$ cat src/rtl/sram_line_ctrl_if.sv
// Cache-side and SRAM-side signals of the line controller.
// The controller uses the slave modport; the caches and SRAM together use the master modport.
interface sram_line_ctrl_if #(
  parameter int ADDR_W     = 20,
  parameter int LINE_WORDS = 4
);
  localparam int LINE_W = 32 * LINE_WORDS;

  logic              ic_req;
  logic [ADDR_W-1:0] ic_addr;
  logic [LINE_W-1:0] ic_rdata;
  logic              ic_ready;

  logic              dc_req;
  logic              dc_we;
  logic [ADDR_W-1:0] dc_addr;
  logic [LINE_W-1:0] dc_wdata;
  logic [LINE_W-1:0] dc_rdata;
  logic              dc_ready;

  logic [ADDR_W-1:0] sram_a;
  logic [31:0]       sram_d;
  logic              sram_we_n;
  logic              sram_csb;
  logic [31:0]       sram_q;

  modport slave (
    input  ic_req, ic_addr, dc_req, dc_we, dc_addr, dc_wdata, sram_q,
    output ic_rdata, ic_ready, dc_rdata, dc_ready,
           sram_a, sram_d, sram_we_n, sram_csb
  );

  modport master (
    output ic_req, ic_addr, dc_req, dc_we, dc_addr, dc_wdata, sram_q,
    input  ic_rdata, ic_ready, dc_rdata, dc_ready,
           sram_a, sram_d, sram_we_n, sram_csb
  );
endinterface

$ cat src/rtl/sram_line_ctrl.sv
// Arbitrates ic/dc line requests and serialises each line into LINE_WORDS
// 32-bit accesses on a single-port SRAM with one-cycle registered read data.
module sram_line_ctrl #(
  parameter int ADDR_W     = 20,
  parameter int LINE_WORDS = 4
) (
  input  logic clk,
  input  logic rst_n,
  sram_line_ctrl_if.slave bus
);
  localparam int OW     = $clog2(LINE_WORDS);
  localparam int HW     = ADDR_W - OW;
  localparam int LINE_W = 32 * LINE_WORDS;
  localparam logic [OW-1:0] LAST = OW'(LINE_WORDS - 1);

  typedef enum logic [2:0] {IDLE, RD, RD_TAIL, WR, DONE} state_t;

  state_t            state, state_next;
  logic [OW-1:0]     cnt, cnt_inc, cap_idx;
  logic [HW-1:0]     base_hi, req_hi;
  logic [LINE_W-1:0] wdata_q;
  logic              sel_dc, last_dc;
  logic              accept, grant_dc, grant_wr, capture;

  always_ff @(posedge clk or negedge rst_n) begin
    if (!rst_n) state <= IDLE;
    else        state <= state_next;
  end

  // On contention the port that did not win last time is granted (last_dc=0 means ic won last).
  always_comb begin
    state_next = state;
    accept     = 1'b0;
    grant_dc   = bus.dc_req && (!bus.ic_req || !last_dc);
    grant_wr   = grant_dc && bus.dc_we;
    req_hi     = grant_dc ? bus.dc_addr[ADDR_W-1:OW] : bus.ic_addr[ADDR_W-1:OW];
    cnt_inc    = cnt + OW'(1);
    cap_idx    = (state == RD_TAIL) ? cnt : cnt - OW'(1);
    capture    = (state == RD_TAIL) || ((state == RD) && (cnt != '0));
    case (state)
      IDLE: begin
        if (bus.ic_req || bus.dc_req) begin
          accept     = 1'b1;
          state_next = grant_wr ? WR : RD;
        end
      end
      RD:      if (cnt == LAST) state_next = RD_TAIL;
      RD_TAIL: state_next = DONE;
      WR:      if (cnt == LAST) state_next = DONE;
      DONE:    state_next = IDLE;
      default: state_next = IDLE;
    endcase
  end

  // Offsets only fill the low OW address bits, so a line never carries or wraps.
  always_ff @(posedge clk or negedge rst_n) begin
    if (!rst_n) begin
      cnt           <= '0;
      base_hi       <= '0;
      wdata_q       <= '0;
      sel_dc        <= 1'b0;
      last_dc       <= 1'b0;
      bus.sram_a    <= '0;
      bus.sram_d    <= '0;
      bus.sram_we_n <= 1'b1;
      bus.sram_csb  <= 1'b1;
      bus.ic_ready  <= 1'b0;
      bus.dc_ready  <= 1'b0;
      bus.ic_rdata  <= '0;
      bus.dc_rdata  <= '0;
    end else begin
      bus.ic_ready <= 1'b0;
      bus.dc_ready <= 1'b0;

      // Read data lags the address by one cycle, hence word cap_idx trails cnt.
      if (capture) begin
        if (sel_dc) bus.dc_rdata[32*int'(cap_idx) +: 32] <= bus.sram_q;
        else        bus.ic_rdata[32*int'(cap_idx) +: 32] <= bus.sram_q;
      end

      case (state)
        IDLE: begin
          if (accept) begin
            base_hi       <= req_hi;
            sel_dc        <= grant_dc;
            last_dc       <= grant_dc;
            wdata_q       <= bus.dc_wdata;
            cnt           <= '0;
            bus.sram_a    <= {req_hi, OW'(0)};
            bus.sram_csb  <= 1'b0;
            bus.sram_we_n <= !grant_wr;
            if (grant_wr) bus.sram_d <= bus.dc_wdata[31:0];
          end
        end
        RD: begin
          if (cnt != LAST) begin
            cnt        <= cnt_inc;
            bus.sram_a <= {base_hi, cnt_inc};
          end else begin
            bus.sram_csb <= 1'b1;
          end
        end
        RD_TAIL: begin
          if (sel_dc) bus.dc_ready <= 1'b1;
          else        bus.ic_ready <= 1'b1;
        end
        WR: begin
          if (cnt != LAST) begin
            cnt        <= cnt_inc;
            bus.sram_a <= {base_hi, cnt_inc};
            bus.sram_d <= wdata_q[32*int'(cnt_inc) +: 32];
          end else begin
            bus.sram_csb  <= 1'b1;
            bus.sram_we_n <= 1'b1;
            bus.dc_ready  <= 1'b1;
          end
        end
        default: ;
      endcase
    end
  end
endmodule

$ cat src/flat_wrapper.sv
// flat-port wrapper written by rule: the top's interface ports become plain ports
module sram_line_ctrl_flat 
#(
  parameter int ADDR_W     = 20,
  parameter int LINE_WORDS = 4
)
  (clk, rst_n, bus_ic_req, bus_ic_addr, bus_dc_req, bus_dc_we, bus_dc_addr, bus_dc_wdata, bus_sram_q, bus_ic_rdata, bus_ic_ready, bus_dc_rdata, bus_dc_ready, bus_sram_a, bus_sram_d, bus_sram_we_n, bus_sram_csb);
  sram_line_ctrl_if #(.ADDR_W(ADDR_W), .LINE_WORDS(LINE_WORDS)) bus_i ();
  input  logic clk;
  input  logic rst_n;
  input wire logic [$bits(bus_i.ic_req)-1:0] bus_ic_req;
  input wire logic [$bits(bus_i.ic_addr)-1:0] bus_ic_addr;
  input wire logic [$bits(bus_i.dc_req)-1:0] bus_dc_req;
  input wire logic [$bits(bus_i.dc_we)-1:0] bus_dc_we;
  input wire logic [$bits(bus_i.dc_addr)-1:0] bus_dc_addr;
  input wire logic [$bits(bus_i.dc_wdata)-1:0] bus_dc_wdata;
  input wire logic [$bits(bus_i.sram_q)-1:0] bus_sram_q;
  output wire logic [$bits(bus_i.ic_rdata)-1:0] bus_ic_rdata;
  output wire logic [$bits(bus_i.ic_ready)-1:0] bus_ic_ready;
  output wire logic [$bits(bus_i.dc_rdata)-1:0] bus_dc_rdata;
  output wire logic [$bits(bus_i.dc_ready)-1:0] bus_dc_ready;
  output wire logic [$bits(bus_i.sram_a)-1:0] bus_sram_a;
  output wire logic [$bits(bus_i.sram_d)-1:0] bus_sram_d;
  output wire logic [$bits(bus_i.sram_we_n)-1:0] bus_sram_we_n;
  output wire logic [$bits(bus_i.sram_csb)-1:0] bus_sram_csb;
  assign bus_i.ic_req = bus_ic_req;
  assign bus_i.ic_addr = bus_ic_addr;
  assign bus_i.dc_req = bus_dc_req;
  assign bus_i.dc_we = bus_dc_we;
  assign bus_i.dc_addr = bus_dc_addr;
  assign bus_i.dc_wdata = bus_dc_wdata;
  assign bus_i.sram_q = bus_sram_q;
  assign bus_ic_rdata = bus_i.ic_rdata;
  assign bus_ic_ready = bus_i.ic_ready;
  assign bus_dc_rdata = bus_i.dc_rdata;
  assign bus_dc_ready = bus_i.dc_ready;
  assign bus_sram_a = bus_i.sram_a;
  assign bus_sram_d = bus_i.sram_d;
  assign bus_sram_we_n = bus_i.sram_we_n;
  assign bus_sram_csb = bus_i.sram_csb;
  sram_line_ctrl #(.ADDR_W(ADDR_W), .LINE_WORDS(LINE_WORDS)) u_core (.clk(clk), .rst_n(rst_n), .bus(bus_i));
endmodule
$ cat config.mk
export PLATFORM = sky130hd
export DESIGN_NAME = sram_line_ctrl_flat
export DESIGN_NICKNAME = d
export VERILOG_FILES = /design/src/rtl/sram_line_ctrl_if.sv /design/src/rtl/sram_line_ctrl.sv /design/src/flat_wrapper.sv
export SDC_FILE = /design/constraint.sdc
export NUM_CORES = 1
export LEC_CHECK = 0
export BUFFER_PORTS_ARGS = -buffer_cell sky130_fd_sc_hd__buf_4
export CORE_MARGIN = 1
export CORE_UTILIZATION = 30
export DETAILED_ROUTE_END_ITERATION = 10
export SLEW_MARGIN = 0
export SYNTH_ARGS = -nofsm -noshare
export SYNTH_HDL_FRONTEND = slang
export SYNTH_SLANG_ARGS = --single-unit
$ cat constraint.sdc
create_clock -name clk -period 8.8 [get_ports clk]
set_input_delay 1.76 -clock clk [delete_from_list [all_inputs] [get_ports clk]]
set_output_delay 1.76 -clock clk [all_outputs]
set_load 0.005 [all_outputs]
==> impl_metrics.json, run 1 <==
{
  "cellPowerDensity_mw_per_mm2": 392,
  "async_flop_share_pct": 100,
  "vias": 15602,
  "synthDistinctLibCells": 47,
  "instances_no_fill": 3117,
  "clockRootBuffer": "clkbuf_16",
  "totalWireLength_um": 63200,
  "cts_setup_buffers": 0,
  "tightest_slew_ps": 1150,
  "period_minus_slack_ps": 4280,
  "path_max_fanout": 68,
  "ys.flop_type": "dfrtp_1",
  "die_w_um": 255,
  "numCtsBuffers": 51,
  "place_congestion": 0.821,
  "rrSetupSlack_ps": 4520,
  "hold_class": "flip-flop to flip-flop",
  "drc": 0,
  "drtIter0Drc": 1121,
  "numPortBuffers": 512,
  "finClkSkew_ps": 39.1,
  "maxSlewHeadroom_pct": 23.5,
  "reg2reg_depth": 10,
  "synthesis.area_mm2": 0.0192,
  "grt_pass1_wl_um": 94700,
  "setup_tns_ps": 0,
  "grt_max_degree": 167,
  "n_antenna_cell": 0,
  "antenna_found_initial": 0,
  "ys_seq_elements": 462,
  "p_comb_share_pct": 42.2,
  "via_per_inst": 5.01,
  "final_common_cell": "nand2_1",
  "mostFrequentLayoutCells": "nand2_1 (601), buf_4 (536), dfrtp_1 (459)",
  "critPathLaunch": "u_core.state[1]",
  "critPathKind": "flip-flop to flip-flop",
  "hp-start": "u_core.wdata_q[108]",
  "clock_latency_ps": 610,
  "cts-resized-gates": 0,
  "grt_pass1_vias": 15616,
  "syn_nets": 1989,
  "start_util_pct": 30.4,
  "fin_area_mm2": 0.0255,
  "r2r-end": "u_core.bus.dc_rdata[91]",
  "dp_cells": 3024,
  "grt_usage_pct": 18.9,
  "cts_buffer_depth": 3,
  "clock_power_share_pct": 22.1,
  "min_path_cells": 2,
  "slew_viol_final": 0,
  "final_util_pct": 40.4,
  "clk_pin_slew_worst_paths_ps": 60,
  "cts_hold_buf": 0,
  "core_mm2": 0.0631,
  "worst_setup_path_start_kind": "flip-flop",
  "hold_slack_ps": 471,
  "switching_share_pct": 39.1,
  "p_int_mw": 6.09,
  "fin_ws_ps": 4520,
  "p_seq_share_pct": 35.7,
  "ant_nets": 0,
  "areaGrowthSynthToFinish_pct": 32.9,
  "grt_setup_unrepaired": "no",
  "synth_edf_count": 0,
  "crit_required_ps": 9310,
  "firstDrtPassIters": 5,
  "status": "finished clean",
  "wl_per_cell_um": 20.3,
  "synth_cells": 1777,
  "rows": 92,
  "yosysSeqAreaShare_pct": 60.3,
  "place_ws_ps": 4510,
  "fmax_ghz": 0.234,
  "slowest_delay_ps": 710,
  "critPathArrivalTime_ps": 4790,
  "crit_path_top_delay_cell": "ha_2",
  "maxCapViolCount": 0,
  "htree_levels": 2,
  "finalPower_mw": 9.99,
  "critPathBufInv": 3,
  "die_h_um": 255,
  "r2r-start": "u_core.state[1]",
  "cpLargestDelayFamily": "buffers and inverters",
  "power.switching_mw": 3.90,
  "io_pins": 517,
  "cts_tree": "yes",
  "power.leakage_nw": 12.8,
  "min_to": "u_core.wdata_q[108]",
  "dpl_cell_area_mm2": 0.0237,
  "die-area_mm2": 0.0649,
  "drive_gt1_share_pct": 30.6,
  "finalSetupViolCount": 0,
  "cp_cell_sequence": "nor3b_4, xnor2_4, buf_4, ha_2, nor3_2, buf_4, nand2_1, nor3_4, buf_4, a22o_1",
  "hold_viol": 0,
  "dp_hpwl_um": 42100,
  "period_share_pct": 48.7,
  "syn_avg_cell_area_um2": 10.8,
  "yosysWarnings": 0,
  "cp-end-kind": "flip-flop",
  "cts.sinks": 462,
  "final_nets": 2443,
  "crit_top_cell": "buf_4",
  "ir_drop_uv": 385,
  "grt_overflow": 0
}
[state kept, by name (all words and copies together) (netlist names)]
signal	flops
u_core.bus.dc_rdata	128
u_core.bus.ic_rdata	128
u_core.wdata_q	128
u_core.bus.sram_d	32
u_core.bus.sram_a	19
u_core.base_hi	18
u_core.state	3
u_core.bus.dc_ready	1
u_core.bus.ic_ready	1
u_core.bus.sram_csb	1
u_core.bus.sram_we_n	1
u_core.cnt	1
u_core.sel_dc	1
[worst reg2reg max path, cell delays in order (launching register included)]
cell     delay [ps]
dfrtp_1         590
nor3b_4         390
xnor2_4         140
buf_4           610
ha_2            720
nor3_2          220
buf_4           430
nand2_1         230
nor3_4          140
buf_4           430
a22o_1          300
[how the worst max path moves through the flow]
| stage | end | depth (start not counted) |
|---|---|---|
| after floorplan | u_core.bus.sram_a[10] | 6 |
| after global placement | u_core.bus.ic_rdata[89] | 10 |
| after detailed placement | u_core.bus.dc_rdata[86] | 10 |
| after CTS | u_core.bus.dc_rdata[91] | 10 |
| after global routing | u_core.bus.dc_rdata[88] | 10 |
| final | u_core.bus.dc_rdata[91] | 10 |
[synth_stat cells, types with 2 or more instances]
cell type	instances	area [µm²]
a22o_1	126	1100
o211ai_1	5	37.5
o21ai_1	2	10.0
o31ai_1	2	15.0
o221ai_1	32	280
nand2b_1	3	18.8
a21oi_1	20	100
nand4b_1	2	17.5
mux2i_1	84	841
buf_2	51	255
or2_2	3	18.8
buf_4	10	75.1
inv_1	4	15.0
ha_1	7	87.6
o211ai_2	3	37.5
nor3_2	4	40.0
nand3_1	34	170
o41ai_1	64	561
mux2_2	51	574
nand2_1	601	2260
dfrtp_1	460	11500
buf_6	9	101
nor2_1	24	90.1
o21ai_0	86	430
dfstp_2	2	52.6
clkbuf_1	67	251
[layout make-up]
class,count,area (µm²)
fillers,6180,37600
repair buffers,539,4080
clock inverters,12,203
inverters,5,18.8
clock buffers,81,1560
well taps,846,1060
flip-flops and latches,462,11600
multi-input cells,1172,6980
[cell families after synthesis]
logic type,synth area share (%)
adders and majority gates,0.457
AOI/OAI and AO/OA,13.9
and+or+nand+nor,14.2
buffers and inverters,3.68
DFF,60.3
muxes,7.38
xor gates and xnor gates,0.0849
[routing by layer]
layer | part of all wire (%) | track usage, % | vias to the layer above
li1 | - | - | 7108
met1 | 39 | 22.9 | 7713
met2 | 47 | 31.3 | 660
met3 | 9.8 | 6.00 | 121
met4 | 3.5 | 6.89 | 0
met5 | 0 | 0 | -
[power groups by stage]
stage | registers [mW] | logic (mW) | clock network [mW]
after floorplan | 3.49 | 2.44 | 0
after global placement | 3.55 | 4.17 | 0
after detailed placement | 3.60 | 4.26 | 0
after CTS | 3.57 | 4.28 | 2.26
after global routing | 3.67 | 4.67 | 2.34
final | 3.57 | 4.21 | 2.21
Note: power is estimated with default switching activity, not from simulation.
==> run 2, diff against run 1 <==
- clock period: 8.8 -> 4.1 ns (I/O delays scaled with it)
==> run 2 against run 1 <==
Compared with the run above:
- power is 110% higher
- clock skew is 11 ps lower
- count of clock-buffer cells in the layout is 4 lower
- utilization is 0.15 points higher
- global-route usage hardly changed
- critical path type unchanged
==> impl_metrics.json, run 2 (same netlist as run 1, synthesis figures left out) <==
{
  "place_congestion": 0.793,
  "areaGrowthSynthToFinish_pct": 33.4,
  "final_nets": 2456,
  "dp_hpwl_um": 43000,
  "setup_tns_ps": 0,
  "mostFrequentLayoutCells": "nand2_1 (601), buf_4 (545), dfrtp_1 (459)",
  "totalWireLength_um": 63100,
  "grt_setup_unrepaired": "no",
  "cellPowerDensity_mw_per_mm2": 836,
  "critPathBufInv": 3,
  "start_util_pct": 30.4,
  "status": "finished clean",
  "worst_setup_path_start_kind": "flip-flop",
  "rows": 92,
  "finalPower_mw": 21.4,
  "clock_latency_ps": 610,
  "finClkSkew_ps": 28.1,
  "drtIter0Drc": 1044,
  "via_per_inst": 5.01,
  "reg.largest.list": "u_core.bus.dc_rdata: 128 flops, u_core.bus.ic_rdata: 128 flops, u_core.wdata_q: 128 flops",
  "htree_levels": 2,
  "cts_tree": "yes",
  "maxCapViolCount": 0,
  "finalSetupViolCount": 0,
  "n_fill_cell": 6213,
  "cts-resized-gates": 0,
  "r2r-end": "u_core.bus.ic_rdata[92]",
  "crit_path_top_delay_cell": "dfrtp_4",
  "cts.sinks": 462,
  "die-area_mm2": 0.0649,
  "power.leakage_nw": 12.8,
  "die_h_um": 255,
  "tightest_slew_ps": 963,
  "die_w_um": 255,
  "maxSlewHeadroom_pct": 35.8,
  "period_minus_slack_ps": 3260,
  "drc": 0,
  "clockRootBuffer": "clkbuf_16",
  "place_ws_ps": 850,
  "io_pins": 517,
  "grt_usage_pct": 18.9,
  "vias": 15672,
  "reg2reg_depth": 11,
  "critPathArrivalTime_ps": 3810,
  "slowest_delay_ps": 650,
  "hold_class": "input pin to asynchronous set/reset pin",
  "grt_pass1_wl_um": 94900,
  "cpLargestDelayFamily": "buffers and inverters",
  "wl_per_cell_um": 20.2,
  "ir_drop_uv": 517,
  "slew_viol_final": 0,
  "crit_required_ps": 4650,
  "rrSetupSlack_ps": 840,
  "numPortBuffers": 512,
  "drive_gt1_share_pct": 31.1,
  "cp-end-kind": "flip-flop",
  "period_share_pct": 79.6,
  "r2r-start": "u_core.cnt[0]",
  "antenna_found_initial": 0,
  "hold_slack_ps": 265,
  "n_antenna_cell": 0,
  "critPathLaunch": "u_core.cnt[0]",
  "numCtsBuffers": 51,
  "clk_pin_slew_worst_paths_ps": 60,
  "cts_buffer_depth": 3,
  "fmax_ghz": 0.306,
  "cts_setup_buffers": 0,
  "hold_viol": 0,
  "grt_overflow": 0,
  "grt_max_degree": 138,
  "core_mm2": 0.0631,
  "ant_nets": 0,
  "cts_hold_buf": 0,
  "path_max_fanout": 32,
  "grt_pass1_vias": 15914,
  "critPathKind": "flip-flop to flip-flop",
  "final_common_cell": "nand2_1",
  "firstDrtPassIters": 7,
  "cp_cell_sequence": "inv_1, ha_1, nor2_1, a21o_1, inv_1, ha_1, nor3_2, nand2_1, nor3_4, buf_4, a22o_1",
  "fin_ws_ps": 836
}
-- run 2: metal layers --
metal  vias to the layer above  wire [µm]  global-route usage [%]
met4                         0       2320                    7.87
li1                       7121          -                       -
met3                       127       6130                    6.20
met5                         -          0                       0
met2                       652      30300                    31.7
met1                      7772      24300                    22.2
-- run 2: how the worst max path moves through the flow --
stage / endpoint / slack, ps / cells after the start
3_5_place_dp: u_core.bus.ic_rdata[93] / 850 / 11
5_1_grt: u_core.bus.ic_rdata[92] / 620 / 11
6_report: u_core.bus.ic_rdata[92] / 840 / 11
3_3_place_gp: u_core.bus.dc_rdata[19] / 920 / 9
4_1_cts: u_core.bus.ic_rdata[93] / 810 / 11
2_1_floorplan: u_core.bus.ic_rdata[66] / 1260 / 11
-- run 2: cell type report --
type	instances	area, µm²	share of cell area, %
Tap cell	846	1060	4.14
Inverter	5	18.8	0.0734
Timing Repair Buffer	552	4230	16.5
Clock buffer	77	1510	5.92
Sequential cell	462	11600	45.2
Clock inverter	15	194	0.759
Multi-Input combinational cell	1172	6980	27.3
-- run 2: report_power, final --
group	internal, mW	switching, mW	leakage [nW]
Clock	2.69	1.95	0.841
Combinational	3.83	5.21	6.06
Sequential	6.48	1.22	5.95
Total	13.0	8.37	12.8
-- run 2: metrics by stage --
step,area [µm²],utilization [%],instances
floorplan,19200,-,1777
global placement,23900,37.8,3037
detailed placement,23900,37.8,3037
CTS,25600,40.5,3129
global route,25600,40.5,3129
finish,25600,40.5,3129
